===== config.mk =====
export PLATFORM = sky130hd
export DESIGN_NAME = riscv_div_unit
export DESIGN_NICKNAME = d
export VERILOG_FILES = /design/src/rtl/riscv_div_unit.sv
export SDC_FILE = /design/constraint.sdc
export NUM_CORES = 1
export LEC_CHECK = 0
export ABC_CLOCK_PERIOD_IN_PS = 17400
export CAP_MARGIN = 5
export CORE_MARGIN = 4
export CORE_UTILIZATION = 58
export DETAILED_ROUTE_END_ITERATION = 8
export GPL_ROUTABILITY_DRIVEN = 0
export PLACE_DENSITY = 0.78
export REMOVE_ABC_BUFFERS = 1
export SLEW_MARGIN = 20
export SYNTH_ARGS = -nofsm -noshare
export SYNTH_HDL_FRONTEND = slang
export SYNTH_SLANG_ARGS = --single-unit

===== constraint.sdc =====
create_clock -name clk_i -period 17.4 [get_ports clk_i]
set_input_delay 2.61 -clock clk_i [delete_from_list [all_inputs] [get_ports clk_i]]
set_output_delay 2.61 -clock clk_i [all_outputs]
set_load 0.05 [all_outputs]

===== src/rtl/riscv_div_unit.sv =====
// riscv_div_unit: iterative RV32M divider (DIV, DIVU, REM, REMU) for the EX stage.
// Restoring division, one quotient bit per cycle. The trial subtraction of each
// step goes through full_adder_32bit as S + ~D + 1.
// Optional feature macro: DIV_FASTPATH_EN. When it is defined, divide-by-zero and
// signed overflow are resolved in PREP, giving a 2-cycle latency for those cases.
//
// state | meaning
// ------+------------------------------------------------------------
// IDLE  | waiting for start_i; operands latched on accept
// PREP  | take magnitudes, record sign/zero flags, clear remainder
// ITER  | one restoring step per cycle, 32 steps
// FIX   | apply sign correction, register quotient or remainder
// DONE  | valid_o high for one cycle, then back to IDLE

module full_adder_32bit (
  input  logic [31:0] A_i,
  input  logic [31:0] Y_i,
  input  logic        C_i,
  output logic [31:0] Sum_o,
  output logic        c_o
);

  logic carry;

  // Ripple-carry sum, bit 0 upward.
  always_comb begin
    carry = C_i;
    Sum_o = '0;
    for (int k = 0; k < 32; k++) begin
      Sum_o[k] = A_i[k] ^ Y_i[k] ^ carry;
      carry    = (A_i[k] & Y_i[k]) | (carry & (A_i[k] ^ Y_i[k]));
    end
    c_o = carry;
  end

endmodule

module riscv_div_unit #(
  parameter int XLEN = 32
) (
  input  logic            clk_i,
  input  logic            rst_i,
  input  logic            start_i,
  input  logic [1:0]      op_i,
  input  logic [XLEN-1:0] rs1_i,
  input  logic [XLEN-1:0] rs2_i,
  input  logic            kill_i,
  output logic            busy_o,
  output logic            valid_o,
  output logic [XLEN-1:0] result_o
);

  typedef enum logic [2:0] {
    S_IDLE,
    S_PREP,
    S_ITER,
    S_FIX,
    S_DONE
  } state_t;

  state_t          state;
  logic [1:0]      op_q;
  logic [XLEN-1:0] rem_q;
  logic [XLEN-1:0] quo_q;
  logic [XLEN-1:0] div_q;
  logic [4:0]      count_q;
  logic            neg_q_f;
  logic            neg_r_f;
  logic            dz_f;

  logic            is_signed;
  logic [XLEN-1:0] shift_val;
  logic [XLEN-1:0] add_sum;
  logic            add_c;
  logic            q_bit;
  logic [XLEN-1:0] quo_fix;
  logic [XLEN-1:0] rem_fix;
  logic [XLEN-1:0] abs_rs1;
  logic [XLEN-1:0] abs_rs2;

  // DIV and REM have funct3[0] clear.
  assign is_signed = ~op_q[0];

  // Shift in the next dividend bit, then trial-subtract the divisor.
  assign shift_val = {rem_q[XLEN-2:0], quo_q[XLEN-1]};

  full_adder_32bit u_adder (
    .A_i   (shift_val),
    .Y_i   (~div_q),
    .C_i   (1'b1),
    .Sum_o (add_sum),
    .c_o   (add_c)
  );

  // A set remainder MSB means the shifted value overflowed 32 bits, so the
  // divisor always fits even when the adder reports a borrow.
  assign q_bit = rem_q[XLEN-1] | add_c;

  // Magnitudes of the raw operands, valid while in PREP; 0x80000000 stays as is.
  assign abs_rs1 = (is_signed && quo_q[XLEN-1]) ? -quo_q : quo_q;
  assign abs_rs2 = (is_signed && div_q[XLEN-1]) ? -div_q : div_q;

  // Divide-by-zero keeps the all-ones quotient the iteration naturally yields.
  assign quo_fix = (is_signed && neg_q_f && !dz_f) ? -quo_q : quo_q;
  assign rem_fix = (is_signed && neg_r_f) ? -rem_q : rem_q;

`ifdef DIV_FASTPATH_EN
  logic            fp_dz;
  logic            fp_ovf;
  logic [XLEN-1:0] fp_result;

  // Special cases detected on the raw operands still held in quo_q/div_q.
  assign fp_dz  = (div_q == '0);
  assign fp_ovf = is_signed && (quo_q == {1'b1, {(XLEN-1){1'b0}}}) &&
                  (div_q == {XLEN{1'b1}});

  // x/0: quotient all ones, remainder the dividend; overflow: quotient = dividend, remainder 0.
  always_comb begin
    fp_result = '0;
    if (fp_dz) begin
      fp_result = op_q[1] ? quo_q : {XLEN{1'b1}};
    end else begin
      fp_result = op_q[1] ? '0 : quo_q;
    end
  end
`endif

  // Control FSM with the datapath registers and registered outputs.
  always_ff @(posedge clk_i or posedge rst_i) begin
    if (rst_i) begin
      state    <= S_IDLE;
      op_q     <= '0;
      rem_q    <= '0;
      quo_q    <= '0;
      div_q    <= '0;
      count_q  <= '0;
      neg_q_f  <= 1'b0;
      neg_r_f  <= 1'b0;
      dz_f     <= 1'b0;
      busy_o   <= 1'b0;
      valid_o  <= 1'b0;
      result_o <= '0;
    end else if (kill_i && state != S_IDLE) begin
      state   <= S_IDLE;
      busy_o  <= 1'b0;
      valid_o <= 1'b0;
    end else begin
      case (state)
        S_IDLE: begin
          valid_o <= 1'b0;
          if (start_i && !kill_i) begin
            op_q   <= op_i;
            quo_q  <= rs1_i;
            div_q  <= rs2_i;
            busy_o <= 1'b1;
            state  <= S_PREP;
          end
        end
        S_PREP: begin
`ifdef DIV_FASTPATH_EN
          if (fp_dz || fp_ovf) begin
            result_o <= fp_result;
            valid_o  <= 1'b1;
            state    <= S_DONE;
          end else begin
            neg_q_f <= quo_q[XLEN-1] ^ div_q[XLEN-1];
            neg_r_f <= quo_q[XLEN-1];
            dz_f    <= (div_q == '0);
            quo_q   <= abs_rs1;
            div_q   <= abs_rs2;
            rem_q   <= '0;
            count_q <= 5'd31;
            state   <= S_ITER;
          end
`else
          neg_q_f <= quo_q[XLEN-1] ^ div_q[XLEN-1];
          neg_r_f <= quo_q[XLEN-1];
          dz_f    <= (div_q == '0);
          quo_q   <= abs_rs1;
          div_q   <= abs_rs2;
          rem_q   <= '0;
          count_q <= 5'd31;
          state   <= S_ITER;
`endif
        end
        S_ITER: begin
          rem_q   <= q_bit ? add_sum : shift_val;
          quo_q   <= {quo_q[XLEN-2:0], q_bit};
          count_q <= count_q - 5'd1;
          if (count_q == 5'd0) begin
            state <= S_FIX;
          end
        end
        S_FIX: begin
          result_o <= op_q[1] ? rem_fix : quo_fix;
          valid_o  <= 1'b1;
          state    <= S_DONE;
        end
        S_DONE: begin
          valid_o <= 1'b0;
          busy_o  <= 1'b0;
          state   <= S_IDLE;
        end
        default: begin
          valid_o <= 1'b0;
          busy_o  <= 1'b0;
          state   <= S_IDLE;
        end
      endcase
    end
  end

endmodule


==> impl_metrics.tcl <==
set metrics [dict create \
    status "finished clean" \
    synth-simple-area-share 0.183 \
    grt.overflow.total 0 \
    leakagePower_uw 0.00479 \
    syn_inst 1112 \
    final_util 0.710 \
    first_pass_iters 7 \
    p_int_uw 901 \
    crit_required_ns 17.69 \
    antenna_found_initial 0 \
    grt_max_degree 75 \
    layout_common_cells "143 x dfrtp_1, 125 x nand2_1, 103 x clkdlybuf4s50_1, 91 x o21ai_0, 85 x nor2_1" \
    slowest_delay_ns 0.55 \
    rows 46 \
    cpMaxStageDelayCell "nor2_4" \
    synth_compound_area_frac 0.231 \
    yosys.area_share.xor_xnor 0.0491 \
    numCtsBuffers 17 \
    syn_area_um2 9630 \
    portBuffers 103 \
    cp-start-kind "flop" \
    p_switching_uw 625 \
    setup-tns-final_ns 0 \
    cpMostUsedCell "fa_1" \
    h-tree-depth 4 \
    coreArea_um2 16100 \
    power_frac_seq 0.349 \
    slew_viol_final 0 \
    ant_nets 0 \
    grt_usage 0.303 \
    synth_top_family_by_area "compound AO/OA/AOI/OAI gates" \
    diodes 0 \
    crit_family "adder cells" \
    hpwl_mm 18.8 \
    synth_seq_cells 143 \
    n_fill_cell 1228 \
    crit_type "reg -> reg" \
    layout-drive-gt1-share 0.0598 \
    timing.critical_path.buf_inv 5 \
    post_cts_buffers 0 \
    p_per_area_nw_per_um2 134 \
    die_h_um 137 \
    avgSynthCellArea_um2 8.66 \
    end_kind "flop" \
    layout_setup_ws_ns 2.83 \
    die_area_um2 18700 \
    die_width_um 137 \
    multiInputGateArea_um2 5520 \
    layout_commonest_cell "dfrtp_1" \
    clock_latency_ns 0.43 \
    ctsHoldBuffers 0 \
    synth_ff_type "dfrtp_1" \
    grt_pass1_vias 8607 \
    drt_iter0_markers 997 \
    combPwrFrac 0.379 \
    hold_viol_final 0 \
    clock_sinks 143 \
    rsz0062_at_grt "no" \
    hold-worst-slack_ns 0.480 \
    final_area_um2 11400 \
    cts_resized 0 \
    drc 0 \
    area_growth_pct 18.4 \
    synth_edf_count 0 \
    cts_buffer_depth 2 \
    grt_pass1_wl_mm 45.1 \
    drt-total-wl_mm 27.7 \
    worstMarginPinSlew_ns 1.09 \
    hp-class "reg -> reg" \
    p_clk_frac 0.272 \
    seq_area_frac_synth 0.372 \
    wire_per_inst_um 20.0 \
    nNetsFinal 1266 \
    ys_types 68 \
    fin_crit_sh 0.837 \
    synth-adder-area-share 0.0723 \
    cts_tree "done" \
    peakVddDrop_v 0.0000778 \
    critPathMaxFanout 22 \
    drv_cap 0 \
    async_flop_share 1.00 \
    placed_area_um2 10700 \
    start_util 0.600 \
    num_vias 9064 \
    dp_slack_ns 2.95 \
    path_clk_slew_ns 0.06 \
    viasPerCell 6.53 \
    p_sw_frac 0.410 \
    fin_skew_ns 0.0100 \
    rrSetupSlack_ns 2.83 \
    max_freq_mhz 68.6 \
    setup_violations 0 \
    muxShareOfSynthArea 0.0338 \
    worstPathArrival_ns 14.86 \
    yosys_warnings 0 \
    cts-root-buf "clkbuf_16" \
    io_pins 104 \
    period_needed_ns 14.57 \
    register_area_um2 3580 \
    max-slew-margin-rel 0.271 \
]
==> metal layers <==
layer | part of all wire | global-route usage
met1 | 0.43 | 0.434
met2 | 0.46 | 0.467
met3 | 0.092 | 0.0574
met4 | 0.021 | 0.0998
met5 | 0 | 0
==> logic make-up after synthesis <==
| family | Yosys count |
|---|---|
| and+or+nand+nor | 370 |
| AOI/OAI and AO/OA | 327 |
| buffers and inverters | 149 |
| DFF | 143 |
| xor gates and xnor gates | 54 |
| adders and majority gates | 37 |
| muxes | 32 |
==> power by group through the flow <==
stage                     combinational, uW  sequential (uW)  clock [uW]
after CTS                               575              526         415
final                                   579              532         415
after global placement                  562              528           0
after global routing                    630              544         431
after floorplan                         285              610           0
after detailed placement                569              530           0
==> worst register-to-register path: cells and delay by family, from the launching register on <==
kind / cells / cell delay [ns]
adders and majority gates: 32 / 12.15
buffers and inverters: 5 / 0.73
and+or+nand+nor: 2 / 0.64
DFF: 1 / 0.45
muxes: 1 / 0.37
AOI/OAI and AO/OA: 1 / 0.10
==> synth_stat cells, types with 4 or more instances <==
cell,n,area share
nand2b_1,10,0.0065
nand2_1,125,0.049
or3_1,13,0.0084
a21oi_1,48,0.025
inv_1,58,0.023
ha_1,6,0.0078
a31oi_1,9,0.0058
a222oi_1,7,0.0073
o311ai_0,8,0.0073
nor2_1,88,0.034
o41ai_1,8,0.0073
nand4_1,7,0.0045
o221ai_1,12,0.011
xor2_1,22,0.020
dfrtp_1,143,0.37
clkbuf_1,80,0.031
o31a_1,5,0.0045
fa_1,31,0.064
a221oi_1,19,0.017
o22ai_1,17,0.011
mux2_2,4,0.0047
nand3_1,17,0.0088
a21o_1,5,0.0039
nor3_1,48,0.025
nor4_1,22,0.014
a211oi_1,12,0.0094
nor3b_1,6,0.0047
xnor2_1,32,0.029
o211ai_1,4,0.0031
buf_1,6,0.0023
o31ai_1,34,0.027
mux2i_1,28,0.029
a221o_1,11,0.011
or4_1,10,0.0078
o21ai_0,91,0.047
a22oi_1,12,0.0094
==> worst paths after layout <==
path                                          from                 endpoint  cells after the start
setup / recovery             quo_q[31]$_DFFE_PP0P_    rem_q[15]$_DFFE_PP0P_                     41
hold / removal             result_o[9]$_DFFE_PP0P_  result_o[9]$_DFFE_PP0P_                      2
setup reg to reg             quo_q[31]$_DFFE_PP0P_    rem_q[15]$_DFFE_PP0P_                     41
hold reg to reg            result_o[9]$_DFFE_PP0P_  result_o[9]$_DFFE_PP0P_                      2
max in group asynchronous                    rst_i    quo_q[23]$_DFFE_PP0P_                      3
min in group asynchronous                    rst_i    div_q[17]$_DFFE_PP0P_                      2
==> per-stage QoR <==
stage / cells / total power, uW
after floorplan: 1022 / 896
after global placement: 1356 / 1090
after detailed placement: 1356 / 1100
after CTS: 1387 / 1520
after global routing: 1387 / 1610
final: 1387 / 1530
==> registers in the layout (all words and copies together), names as in the netlist <==
register,flops
div_q,32
quo_q,32
rem_q,32
result_o,32
count_q,5
state,3
op_q,2
busy_o,1
dz_f,1
neg_q_f,1
neg_r_f,1
valid_o,1
==> final cells by class <==
type	count	share of cell area
Clock buffer	21	0.0421
Tap cell	216	0.0237
Sequential cell	143	0.314
Clock inverter	10	0.0160
Multi-Input combinational cell	820	0.484
Timing Repair Buffer	118	0.100
Inverter	59	0.0199
Power figures use the tool's default switching activity.
